<file path="src/rtl/des_engine_arbiter.sv">
// ============================================================================
// des_engine_arbiter : round-robin sharing of one DES engine between two ports
// Rev 1.0 - initial release
// ============================================================================
`default_nettype none

module des_engine_arbiter #(
  parameter int TIMEOUT  = 32,
  parameter int FLUSH    = 20,
  parameter int ENG_COMB = 0
) (
  input  logic        clk,
  input  logic        rst_n,
  input  logic        req0_valid,
  output logic        req0_ready,
  input  logic [63:0] req0_data,
  input  logic [63:0] req0_key,
  output logic        rsp0_valid,
  input  logic        rsp0_ready,
  output logic [63:0] rsp0_data,
  output logic        rsp0_err,
  input  logic        req1_valid,
  output logic        req1_ready,
  input  logic [63:0] req1_data,
  input  logic [63:0] req1_key,
  output logic        rsp1_valid,
  input  logic        rsp1_ready,
  output logic [63:0] rsp1_data,
  output logic        rsp1_err,
  output logic [63:0] eng_data,
  output logic [63:0] eng_key,
  output logic        eng_data_vld,
  input  logic [63:0] eng_result,
  input  logic        eng_result_vld
);

  localparam int WC_W = $clog2(TIMEOUT + 1);
  localparam int FC_W = (FLUSH > 0) ? $clog2(FLUSH + 1) : 1;
  localparam logic [WC_W-1:0] WAIT_LAST  = WC_W'(TIMEOUT - 1);
  localparam logic [FC_W-1:0] FLUSH_LAST = FC_W'((FLUSH > 0) ? FLUSH - 1 : 0);
  localparam bit COMB = (ENG_COMB != 0);

  localparam logic [2:0] S_INIT   = 3'd0;
  localparam logic [2:0] S_IDLE   = 3'd1;
  localparam logic [2:0] S_LAUNCH = 3'd2;
  localparam logic [2:0] S_WAIT   = 3'd3;
  localparam logic [2:0] S_RESP   = 3'd4;

  logic [2:0]      state;
  logic [FC_W-1:0] flush_cnt;
  logic [WC_W-1:0] wait_cnt;
  logic            rr_ptr;
  logic            owner;
  logic [63:0]     data_q;
  logic [63:0]     key_q;
  logic [63:0]     result_q;
  logic            err_q;

  logic idle;
  logic grant0;
  logic grant1;
  logic take;
  logic rsp_done;

  // rr_ptr names the port that wins a tie; a lone requester always wins
  assign idle     = (state == S_IDLE);
  assign grant1   = req1_valid & (~req0_valid | rr_ptr);
  assign grant0   = req0_valid & (~req1_valid | ~rr_ptr);
  assign take     = idle & (req0_valid | req1_valid);
  assign rsp_done = owner ? rsp1_ready : rsp0_ready;

  assign req0_ready   = idle & grant0;
  assign req1_ready   = idle & grant1;
  assign rsp0_valid   = (state == S_RESP) & ~owner;
  assign rsp1_valid   = (state == S_RESP) & owner;
  assign rsp0_data    = result_q;
  assign rsp1_data    = result_q;
  assign rsp0_err     = err_q;
  assign rsp1_err     = err_q;
  assign eng_data     = data_q;
  assign eng_key      = key_q;
  assign eng_data_vld = (state == S_LAUNCH);

  always_ff @(posedge clk or negedge rst_n) begin
    if (!rst_n) begin
      state     <= S_INIT;
      flush_cnt <= '0;
      wait_cnt  <= '0;
      rr_ptr    <= 1'b0;
      owner     <= 1'b0;
      data_q    <= '0;
      key_q     <= '0;
      result_q  <= '0;
      err_q     <= 1'b0;
    end else begin
      case (state)
        // Engine has no reset; stale strobes during this window are dropped
        S_INIT: begin
          if (flush_cnt >= FLUSH_LAST) begin
            state <= S_IDLE;
          end else begin
            flush_cnt <= flush_cnt + 1'b1;
          end
        end
        S_IDLE: begin
          if (take) begin
            data_q <= grant1 ? req1_data : req0_data;
            key_q  <= grant1 ? req1_key  : req0_key;
            owner  <= grant1;
            rr_ptr <= ~grant1;
            state  <= S_LAUNCH;
          end
        end
        S_LAUNCH: begin
          wait_cnt <= '0;
          if (COMB && eng_result_vld) begin
            result_q <= eng_result;
            err_q    <= 1'b0;
            state    <= S_RESP;
          end else begin
            state <= S_WAIT;
          end
        end
        // A result arriving on the timeout cycle takes precedence
        S_WAIT: begin
          if (eng_result_vld) begin
            result_q <= eng_result;
            err_q    <= 1'b0;
            state    <= S_RESP;
          end else if (wait_cnt == WAIT_LAST) begin
            result_q <= '0;
            err_q    <= 1'b1;
            state    <= S_RESP;
          end else begin
            wait_cnt <= wait_cnt + 1'b1;
          end
        end
        S_RESP: begin
          if (rsp_done) begin
            state <= S_IDLE;
          end
        end
        default: state <= S_INIT;
      endcase
    end
  end

endmodule

`default_nettype wire

</file>
<file path="config.mk">
export PLATFORM = sky130hd
export DESIGN_NAME = des_engine_arbiter
export DESIGN_NICKNAME = d
export VERILOG_FILES = /design/src/rtl/des_engine_arbiter.sv
export SDC_FILE = /design/constraint.sdc
export NUM_CORES = 1
export LEC_CHECK = 0
export ABC_AREA = 1
export BUFFER_PORTS_ARGS = -buffer_cell sky130_fd_sc_hd__buf_2
export CAP_MARGIN = 0
export CORE_AREA = 2 2 231 233
export CTS_CLUSTER_SIZE = 24
export DETAILED_ROUTE_END_ITERATION = 10
export DIE_AREA = 0 0 233 235
export PLACE_DENSITY_LB_ADDON = 0.25
export SLEW_MARGIN = 20
export SYNTH_ARGS = -nofsm -noshare
export SYNTH_HDL_FRONTEND = slang
export SYNTH_SLANG_ARGS = --single-unit
</file>
<file path="constraint.sdc">
create_clock -name clk -period 4.4 [get_ports clk]
set_input_delay 0.88 -clock clk [delete_from_list [all_inputs] [get_ports clk]]
set_output_delay 0.88 -clock clk [all_outputs]
set_load 0.1 [all_outputs]
</file>
==> impl_metrics.json <==
{
  "fmax_mhz": 348.6,
  "grt_busiest_layer": "met2",
  "final_hold_viol_count": 0,
  "critPathSlowestCell": "buf_2",
  "drt_iter0_drc": 420,
  "synth_top_family_by_area": "simple AND/OR/NAND/NOR gates",
  "dp_hpwl_um": 26070,
  "route.detailed.drc": 0,
  "async_reset_ff_share_pct": 100.0,
  "num_rows": 84,
  "drv_cap": 0,
  "synth_edf_count": 0,
  "cts_resized": 0,
  "setup_viol": 0,
  "cp.arrival_ps": 1990,
  "gp_congestion": 0.8501,
  "grt_pass1_wl_um": 54020,
  "muxShareOfSynthArea_pct": 0,
  "core_area_mm2": 0.05224,
  "crit_type": "in2out",
  "rsz0062_at_grt": "no",
  "skew_ps": 6.891,
  "fp.dieW_um": 233,
  "cts_buffer_depth": 3,
  "io_pins": 590,
  "finalCritPeriodShare_pct": 65.19,
  "wl_um": 35590,
  "synth.distinct_cells": 24,
  "grt_pass1_vias": 9320,
  "antenna_found_initial": 6,
  "timing.reg2reg.setup_slack_ps": 1810,
  "r2r.worst_path.cells": 8,
  "crit_top_cell": "buf_2",
  "final-max-slew-violation-count": 0,
  "finalCriticalPeriod_ps": 2868,
  "dp_cells": 2307,
  "hold_buffers": 0,
  "critical_path.endpoint_type": "primary output",
  "cts.clk_slew.worst_paths_ps": 60,
  "worst_slew_pin_slew_ps": 843.7,
  "final_common_cell": "buf_2",
  "num_vias": 9376,
  "vias_per_cell": 3.980,
  "grt_util_met1_pct": 14.80,
  "crit_path_cell_trace": "buf_2, inv_1, o21ai_4, buf_4, nor2_4, buf_2",
  "setup_tns_ps": 0,
  "syn_to_final_growth_pct": 42.36,
  "numCtsBuffers": 25,
  "path_max_fanout": 36,
  "dieArea_mm2": 0.05476,
  "synth_compound_area_share_pct": 4.634,
  "status": "completed",
  "postCtsSetupBuffers": 0,
  "crit_path_max_incr_delay_ps": 460,
  "cts_root_buf": "clkbuf_16",
  "grt_overflow": 0,
  "syn_avg_cell_area_um2": 8.218,
  "grtUsageTotal_pct": 12.52,
  "cts_sinks": 209,
  "final_cell_mix": "buf_2, nand2_1, dfrtp_1",
  "r2r-end": "eng_data[34]$_DFFE_PN0P_",
  "grt_start_max_net_pins": 132,
  "r2r-start": "rr_ptr$_DFFE_PN0P_",
  "synthSimpleGateAreaFrac_pct": 29.93,
  "clkLatencyLatePin_ps": 540,
  "ys_ff_latch": 209,
  "gr-usage-met3_pct": 2.961,
  "wl_per_cell_um": 15.11,
  "use_met2_pct": 22.13,
  "synth_ff_type": "dfrtp_1",
  "syn-num-nets": 1469,
  "drive_above_1_share_pct": 38.94,
  "synth_area_mm2": 0.009369,
  "syn_inst": 1140,
  "slew_headroom_pct": 43.75,
  "cts_tree": "yes",
  "fin_cells": 2356,
  "crit_family": "buffers and inverters",
  "yosys.area_share.xor_xnor_pct": 0.2804,
  "ant_nets": 0,
  "port_buffers": 589,
  "post_synth_fa_ha_maj_area_fraction_pct": 0.2671,
  "die_y_um": 235,
  "ys_warn_count": 0,
  "first_pass_iters": 5,
  "hold_class": "in2async",
  "worst-path-buf-inv": 4,
  "htreeDepth": 1,
  "startpoint_type": "input port",
  "required_ps": 3520,
  "setup.worst_path.start": "req0_valid",
  "start_util_pct": 17.94,
  "layout.nets": 1975,
  "ys_seq_area_share_pct": 55.82
}
==> how the worst max path moves through the flow <==
stage	slack [ps]	to	cells past startpoint
final	1530	req1_ready	6
after global routing	1430	req1_ready	4
after CTS	1510	req1_ready	4
after detailed placement	1170	eng_data[34]$_DFFE_PN0P_	10
after global placement	1250	eng_data[34]$_DFFE_PN0P_	10
after floorplan	1590	req0_ready	5
==> synthesized netlist by cell type (all sizes together), types with 2 or more instances <==
| master | number | area, um2 |
|---|---|---|
| o21ai | 79 | 406.7 |
| dfrtp | 209 | 5230 |
| inv | 18 | 67.56 |
| nand4 | 3 | 25.02 |
| buf | 103 | 710.7 |
| o21bai | 3 | 22.52 |
| xnor2 | 3 | 26.28 |
| clkbuf | 19 | 71.32 |
| nand3 | 108 | 540.5 |
| nand2 | 543 | 2038 |
| ha | 2 | 25.02 |
| nor2 | 47 | 188.9 |
==> kinds of logic (layout without fill, tap and decap cells) <==
group / after synthesis / after routing
other: 0 / 4
XOR/XNOR: 3 / 3
AO/OA/AOI/OAI: 83 / 83
flip-flops: 209 / 209
adder cells (fa/ha/maj): 2 / 2
buffers and inverters: 140 / 664
AND/OR/NAND/NOR: 703 / 703
==> sequential cells by signal (all words and copies together), names as in the netlist <==
| register | flops |
|---|---|
| eng_key | 64 |
| owner | 1 |
| wait_cnt | 6 |
| eng_data | 64 |
| rsp0_data | 64 |
| state | 3 |
| rr_ptr | 1 |
| rsp0_err | 1 |
| flush_cnt | 5 |
==> routing by layer <==
layer | vias to the layer above | share of wire [%]
li1 | 4539 | -
met1 | 4378 | 40
met2 | 402 | 50
met3 | 53 | 7.7
met4 | 4 | 2.5
met5 | - | 0.056
==> metrics by stage <==
step | worst slack (ps) | hold slack [ps] | utilization [%] | instance area [um2]
detailed placement | 1172 | 465.5 | 24.04 | 12560
CTS | 1509 | 342.9 | 25.52 | 13330
global placement | 1247 | 463.6 | 24.04 | 12560
finish | 1532 | 332.5 | 25.53 | 13340
global route | 1429 | 387.9 | 25.53 | 13340
floorplan | 1591 | 443.6 | - | 9369
==> final cells by class <==
cell class	count	area, um2
inverters	18	67.56
diodes	4	10.01
well taps	688	860.8
fillers	5744	38900
multi-input cells	791	3311
flip-flops and latches	209	5230
clock buffers	40	742.0
repair buffers	601	3088
clock inverters	5	28.78
==> worst reg2reg max path: cells and delay by family, from the launching register on <==
family / cells / cell delay, ps
buffers and inverters: 4 / 1520
AND/OR/NAND/NOR: 3 / 430
flip-flops: 1 / 430
AO/OA/AOI/OAI: 1 / 150
Power is left out: the tool's default activity adds up to more than one toggle a clock period on the data nets, which glitch-free logic cannot reach.
